[src/rtl/uart_io_ctrl.sv]
// Sequences exec-stage UART requests onto a byte-wide TX channel and an RX byte FIFO.
// A write is sent as 1 or 4 little-endian bytes; a read is assembled from 1 or 4 buffered bytes.
module uart_io_ctrl #(
  parameter int RX_DEPTH = 16
) (
  input  logic                      clk,
  input  logic                      rstn,
  input  logic                      wenable,
  input  logic [31:0]               wd,
  input  logic                      wword,
  output logic                      wdone,
  input  logic                      renable,
  input  logic                      rword,
  output logic                      rdone,
  output logic [31:0]               rd,
  output logic [7:0]                tx_data,
  output logic                      tx_valid,
  input  logic                      tx_ready,
  input  logic [7:0]                rx_data,
  input  logic                      rx_valid,
  output logic                      rx_overrun,
  output logic [$clog2(RX_DEPTH):0] rx_count
);
  localparam int AW = $clog2(RX_DEPTH);
  localparam int CW = AW + 1;

  typedef enum logic { T_IDLE, T_SEND } tx_state_t;
  typedef enum logic { R_IDLE, R_COLLECT } rx_state_t;

  // ---------------- TX ----------------
  tx_state_t   t_state, t_next;
  logic [31:0] t_sh;
  logic [2:0]  t_rem;
  logic        t_fire, t_last;

  assign tx_valid = (t_state == T_SEND);
  assign tx_data  = t_sh[7:0];
  assign t_fire   = tx_valid && tx_ready;
  assign t_last   = t_fire && (t_rem == 3'd1);

  always_ff @(posedge clk) begin
    if (!rstn) t_state <= T_IDLE;
    else       t_state <= t_next;
  end

  always_comb begin
    t_next = t_state;
    case (t_state)
      T_IDLE:  if (wenable) t_next = T_SEND;
      T_SEND:  if (t_last)  t_next = T_IDLE;
      default: t_next = T_IDLE;
    endcase
  end

  always_ff @(posedge clk) begin
    if (!rstn) begin
      t_sh  <= '0;
      t_rem <= '0;
      wdone <= 1'b0;
    end else begin
      wdone <= t_last;
      if (t_state == T_IDLE && wenable) begin
        t_sh  <= wd;
        t_rem <= wword ? 3'd4 : 3'd1;
      end else if (t_fire) begin
        t_sh  <= t_sh >> 8;
        t_rem <= t_rem - 3'd1;
      end
    end
  end

  // ---------------- RX FIFO ----------------
  rx_state_t     r_state, r_next;
  logic [7:0]    mem [RX_DEPTH];
  logic [AW-1:0] wptr, rptr;
  logic          full, empty, push, pop;
  logic [7:0]    rd_byte;

  assign full    = (rx_count == CW'(RX_DEPTH));
  assign empty   = (rx_count == '0);
  assign pop     = (r_state == R_COLLECT) && !empty;
  // A pop on the same edge frees a slot, so a push at full is still accepted.
  assign push    = rx_valid && (!full || pop);
  assign rd_byte = mem[rptr];

  always_ff @(posedge clk) begin
    if (push) mem[wptr] <= rx_data;
  end

  always_ff @(posedge clk) begin
    if (!rstn) begin
      wptr       <= '0;
      rptr       <= '0;
      rx_count   <= '0;
      rx_overrun <= 1'b0;
    end else begin
      if (push) wptr <= wptr + 1'b1;
      if (pop)  rptr <= rptr + 1'b1;
      if (push && !pop)      rx_count <= rx_count + 1'b1;
      else if (pop && !push) rx_count <= rx_count - 1'b1;
      if (rx_valid && !push) rx_overrun <= 1'b1;
    end
  end

  // ---------------- RX assembly ----------------
  logic        r_word, r_last;
  logic [1:0]  r_got;
  logic [23:0] r_asm;

  assign r_last = pop && (!r_word || r_got == 2'd3);

  always_ff @(posedge clk) begin
    if (!rstn) r_state <= R_IDLE;
    else       r_state <= r_next;
  end

  always_comb begin
    r_next = r_state;
    case (r_state)
      R_IDLE:    if (renable) r_next = R_COLLECT;
      R_COLLECT: if (r_last)  r_next = R_IDLE;
      default:   r_next = R_IDLE;
    endcase
  end

  always_ff @(posedge clk) begin
    if (!rstn) begin
      r_word <= 1'b0;
      r_got  <= '0;
      r_asm  <= '0;
      rd     <= '0;
      rdone  <= 1'b0;
    end else begin
      rdone <= r_last;
      if (r_state == R_IDLE && renable) begin
        r_word <= rword;
        r_got  <= '0;
        r_asm  <= '0;
      end else if (pop) begin
        r_got <= r_got + 2'd1;
        case (r_got)
          2'd0:    r_asm[7:0]   <= rd_byte;
          2'd1:    r_asm[15:8]  <= rd_byte;
          2'd2:    r_asm[23:16] <= rd_byte;
          default: ;
        endcase
        if (r_last) rd <= r_word ? {rd_byte, r_asm} : {24'h0, rd_byte};
      end
    end
  end
endmodule

[config.mk]
export PLATFORM = sky130hd
export DESIGN_NAME = uart_io_ctrl
export DESIGN_NICKNAME = d
export VERILOG_FILES = /design/src/rtl/uart_io_ctrl.sv
export SDC_FILE = /design/constraint.sdc
export NUM_CORES = 1
export LEC_CHECK = 0
export ABC_AREA = 1
export CAP_MARGIN = 10
export CORE_MARGIN = 10
export CORE_UTILIZATION = 44
export DETAILED_ROUTE_END_ITERATION = 16
export PLACE_DENSITY_LB_ADDON = 0.25
export SYNTH_ARGS = -nofsm -noshare
export SYNTH_HDL_FRONTEND = slang
export SYNTH_SLANG_ARGS = --single-unit
[constraint.sdc]
create_clock -name clk -period 4.8 [get_ports clk]
set_input_delay 0.48 -clock clk [delete_from_list [all_inputs] [get_ports clk]]
set_output_delay 0.48 -clock clk [all_outputs]
set_load 0.01 [all_outputs]
==> results.toml <==
[synth]
synthCells = 1167
yosys.area_share.xor_xnor_pct = 0.420
synth-compound-area-share_pct = 7.11
synth_top_family_by_area = "simple AND/OR/NAND/NOR gates"
synth_warnings = 0
yosys.area_share.simple_pct = 20.8
syn_nets = 1232
yosys.area_share.adder_pct = 2.11
synth_common_cells = "nand2_1 (306), inv_1 (181), edfxtp_1 (128), nand3_1 (124), dfxtp_1 (116)"
ys_async_sr_fraction_pct = 0
ys_seq_area_share_pct = 59.1
ys_ff_latch = 244
yosysMostFrequentCell = "nand2_1"
avgSynthCellArea_um2 = 8.94
ys_types = 33
netlist_top_cells_area = "edfxtp_1 (37%), dfxtp_1 (22%), nand2_1 (11%), inv_1 (6.5%), nand3_1 (5.9%)"
muxShareOfSynthArea_pct = 0
yosys.area.top_type = "edfxtp_1"
synth_ff_type = "edfxtp_1"
synth_edf_count = 128
synth_area_um2 = 10400
synth.top_cell.area_share_pct = 36.8

[cts]
cts_max_level = 1
cts-buffers-inserted = 26
cts_resized = 0
cts_root_buf = "clkbuf_16"
cts_tree = "built"
cts_buffer_depth = 3
ctsHoldBuffers = 0
cts.sinks = 244
clock_latency_ns = 0.52
clk_pin_slew_ns = 0.06
post_cts_buffers = 0

[pwr]
p_leak_nw = 5.16
cellPowerDensity_nw_per_um2 = 445
pwr-share-comb_pct = 20.4
sw_frac_of_total_pct = 29.5
p_seq_share_pct = 43.5
p_int_w = 0.00387
ir_worst_vdd_mv = 0.210
switchingPower_w = 0.00162
p_clk_share_pct = 36.1

[cells_and_area]
fill_cells = 2180
layout.nets = 1300
post-route-util_pct = 52.6
diodes = 0
layout.cells.non_filler = 1573
area_growth_pct = 18.0
layout-drive-gt1-share_pct = 6.14

[setup_path]
endpoint_kind = "register"
cpMaxStageDelayCell = "nor2_1"
reg2regPathDepth = 13
cpLargestDelayFamily = "simple AND/OR/NAND/NOR gates"
r2r-start = "rx_count[1]"
r2r_end = "rx_count[4]"
crit_arrival_ns = 3.05
crit_fanout = 11
timing.critical_path.cells = "inv_1 -> nand3_1 -> nor3_1 -> nor2_1 -> ha_1 -> inv_1 -> ha_1 -> inv_1 -> o21ai_0 -> a21oi_1 -> xor2_1 -> nand2_1 -> a21oi_1"
crit_type = "reg2reg"
required_ns = 5.16
crit_buf_inv = 3
ff2ff_setup_slack_ns = 2.11
worstSetupStartpointType = "register"
critPathMostFrequentCell = "inv_1"
cp_slowest_stage_delay_ns = 0.54

[hold_path]
worstHoldStart = "rptr[3]"
hold_class = "reg2reg"
whs_endpoint = "rptr[3]"
holdPathStages = 2

[drt]
route.detailed.drc = 0
finalWirelength_um = 23100
vias_per_cell = 4.82
first_iter_violations = 597
routedWlPerCell_um = 14.7
vias = 7576
dr.pass1.iters = 5
ant_nets = 0

[grt]
overflow = 0
antenna_found_initial = 0
use_met1_pct = 18.3
grt_pass1_vias = 7388
grt_max_degree = 65
use_met2_pct = 27.1
grt_usage_pct = 15.1
grt_pass1_wl_um = 38400
grtUsageMet3_pct = 2.84
busiest_layer = "met2"

[timing]
hold_viol_final = 0
layout_setup_ws_ns = 2.11
worst_pin_slew_ns = 1.12
drv_slew = 0
hold_ws_ns = 0.459
timing.final.crit_share_pct = 56.0
fin_tns_setup_ns = 0
slew_headroom_pct = 25.5
skew_ns = 0.00924
setup_viol = 0
min_period_ns = 2.69
fmax_mhz = 372
rsz0062_at_grt = "no"

[floorplanning]
fp.dieH_um = 174
dieArea_um2 = 30300
start_util_pct = 44.6
core_area_um2 = 23400
io_pins = 97
die_w_um = 174
rows = 56

[placed_design]
placed_cells = 1526
post-dp-hpwl_um = 15000
pre_cts_slack_ns = 1.78
place_congestion = 0.827
port_buffers = 96

[status]
outcome = "complete, no violations"

[job]
maxCapViolCount = 0
-- cells by family (layout without fill, tap and decap cells) --
| family | count (synthesis) | count (layout) |
|---|---|---|
| flip-flops | 244 | 244 |
| XOR/XNOR | 5 | 5 |
| adder cells (fa/ha/maj) | 17 | 17 |
| buffers and inverters | 250 | 337 |
| AO/OA/AOI/OAI | 142 | 142 |
| AND/OR/NAND/NOR | 509 | 509 |
-- layout by cell type, fill, tap and decap left out, drive strengths merged --
cell type / netlist / layout
clkbuf: 15 / 36
ha: 16 / 16
bufinv: 0 / 1
nand4: 3 / 3
clkinvlp: 0 / 2
a21oi: 62 / 62
dfxtp: 116 / 116
a31oi: 17 / 17
clkdlybuf4s50: 0 / 96
xor2: 4 / 4
inv: 190 / 190
clkinv: 0 / 8
or2: 2 / 2
buf: 45 / 4
nor3: 3 / 3
xnor2: 1 / 1
nand3: 125 / 125
a211oi: 2 / 2
o21ai: 59 / 59
nand2: 319 / 319
o31ai: 2 / 2
edfxtp: 128 / 128
nor4: 1 / 1
fa: 1 / 1
nor2: 56 / 56
-- through the flow --
stage / total power, W / instance area (um^2)
after CTS: 0.00554 / 12300
after global placement: 0.00355 / 11500
after detailed placement: 0.00356 / 11500
after global routing: 0.00577 / 12300
final: 0.00548 / 12300
after floorplan: 0.00320 / 10400
-- tightest hold or removal path, stage by stage (launching register included) --
cell and delay [ns]:
dfxtp_1 0.31, inv_1 0.05, a21oi_1 0.06
-- area by class of cell --
cell class              instances  area (um^2)  share of cell area (%)
clock buffers                  36          771                    6.26
clock inverters                11         87.6                   0.711
inverters                     190          716                    5.81
multi-input cells             673         3180                    25.8
flip-flops and latches        244         6170                    50.1
well taps                     319          399                    3.24
repair buffers                100          991                    8.05
-- metal layers --
metal,vias up,routed length [um]
li1,3868,-
met1,3507,9990
met2,167,11600
met3,34,1120
met4,0,409
met5,-,0
-- power by group through the flow --
stage | clock (W) | sequential [W] | combinational [W]
final | 0.00198 | 0.00239 | 0.00112
after detailed placement | 0 | 0.00243 | 0.00113
after CTS | 0.00201 | 0.00239 | 0.00114
after global placement | 0 | 0.00243 | 0.00112
after floorplan | 0 | 0.00243 | 0.000777
after global routing | 0.00211 | 0.00240 | 0.00126
-- registers in the layout (all words and copies together) (netlist names), named ones only --
name / cells
mem: 128
r_asm: 24
r_got: 2
r_state: 1
r_word: 1
rd: 32
rdone: 1
rptr: 4
rx_count: 5
rx_overrun: 1
t_rem: 3
t_sh: 32
tx_valid: 1
wdone: 1
wptr: 4
-- worst max-delay path by stage --
stage                 from     endpoint  slack, ns  cells past startpoint
2_1_floorplan  rx_count[3]  rx_count[4]       2.57                     12
3_3_place_gp      rx_valid  rx_count[4]       1.85                     12
3_5_place_dp      rx_valid  rx_count[4]       1.78                     12
4_1_cts        rx_count[1]  rx_count[4]       2.08                     13
5_1_grt        rx_count[1]  rx_count[4]       1.82                     13
6_report       rx_count[1]  rx_count[4]       2.11                     13
(Power assumes the default switching activity.)
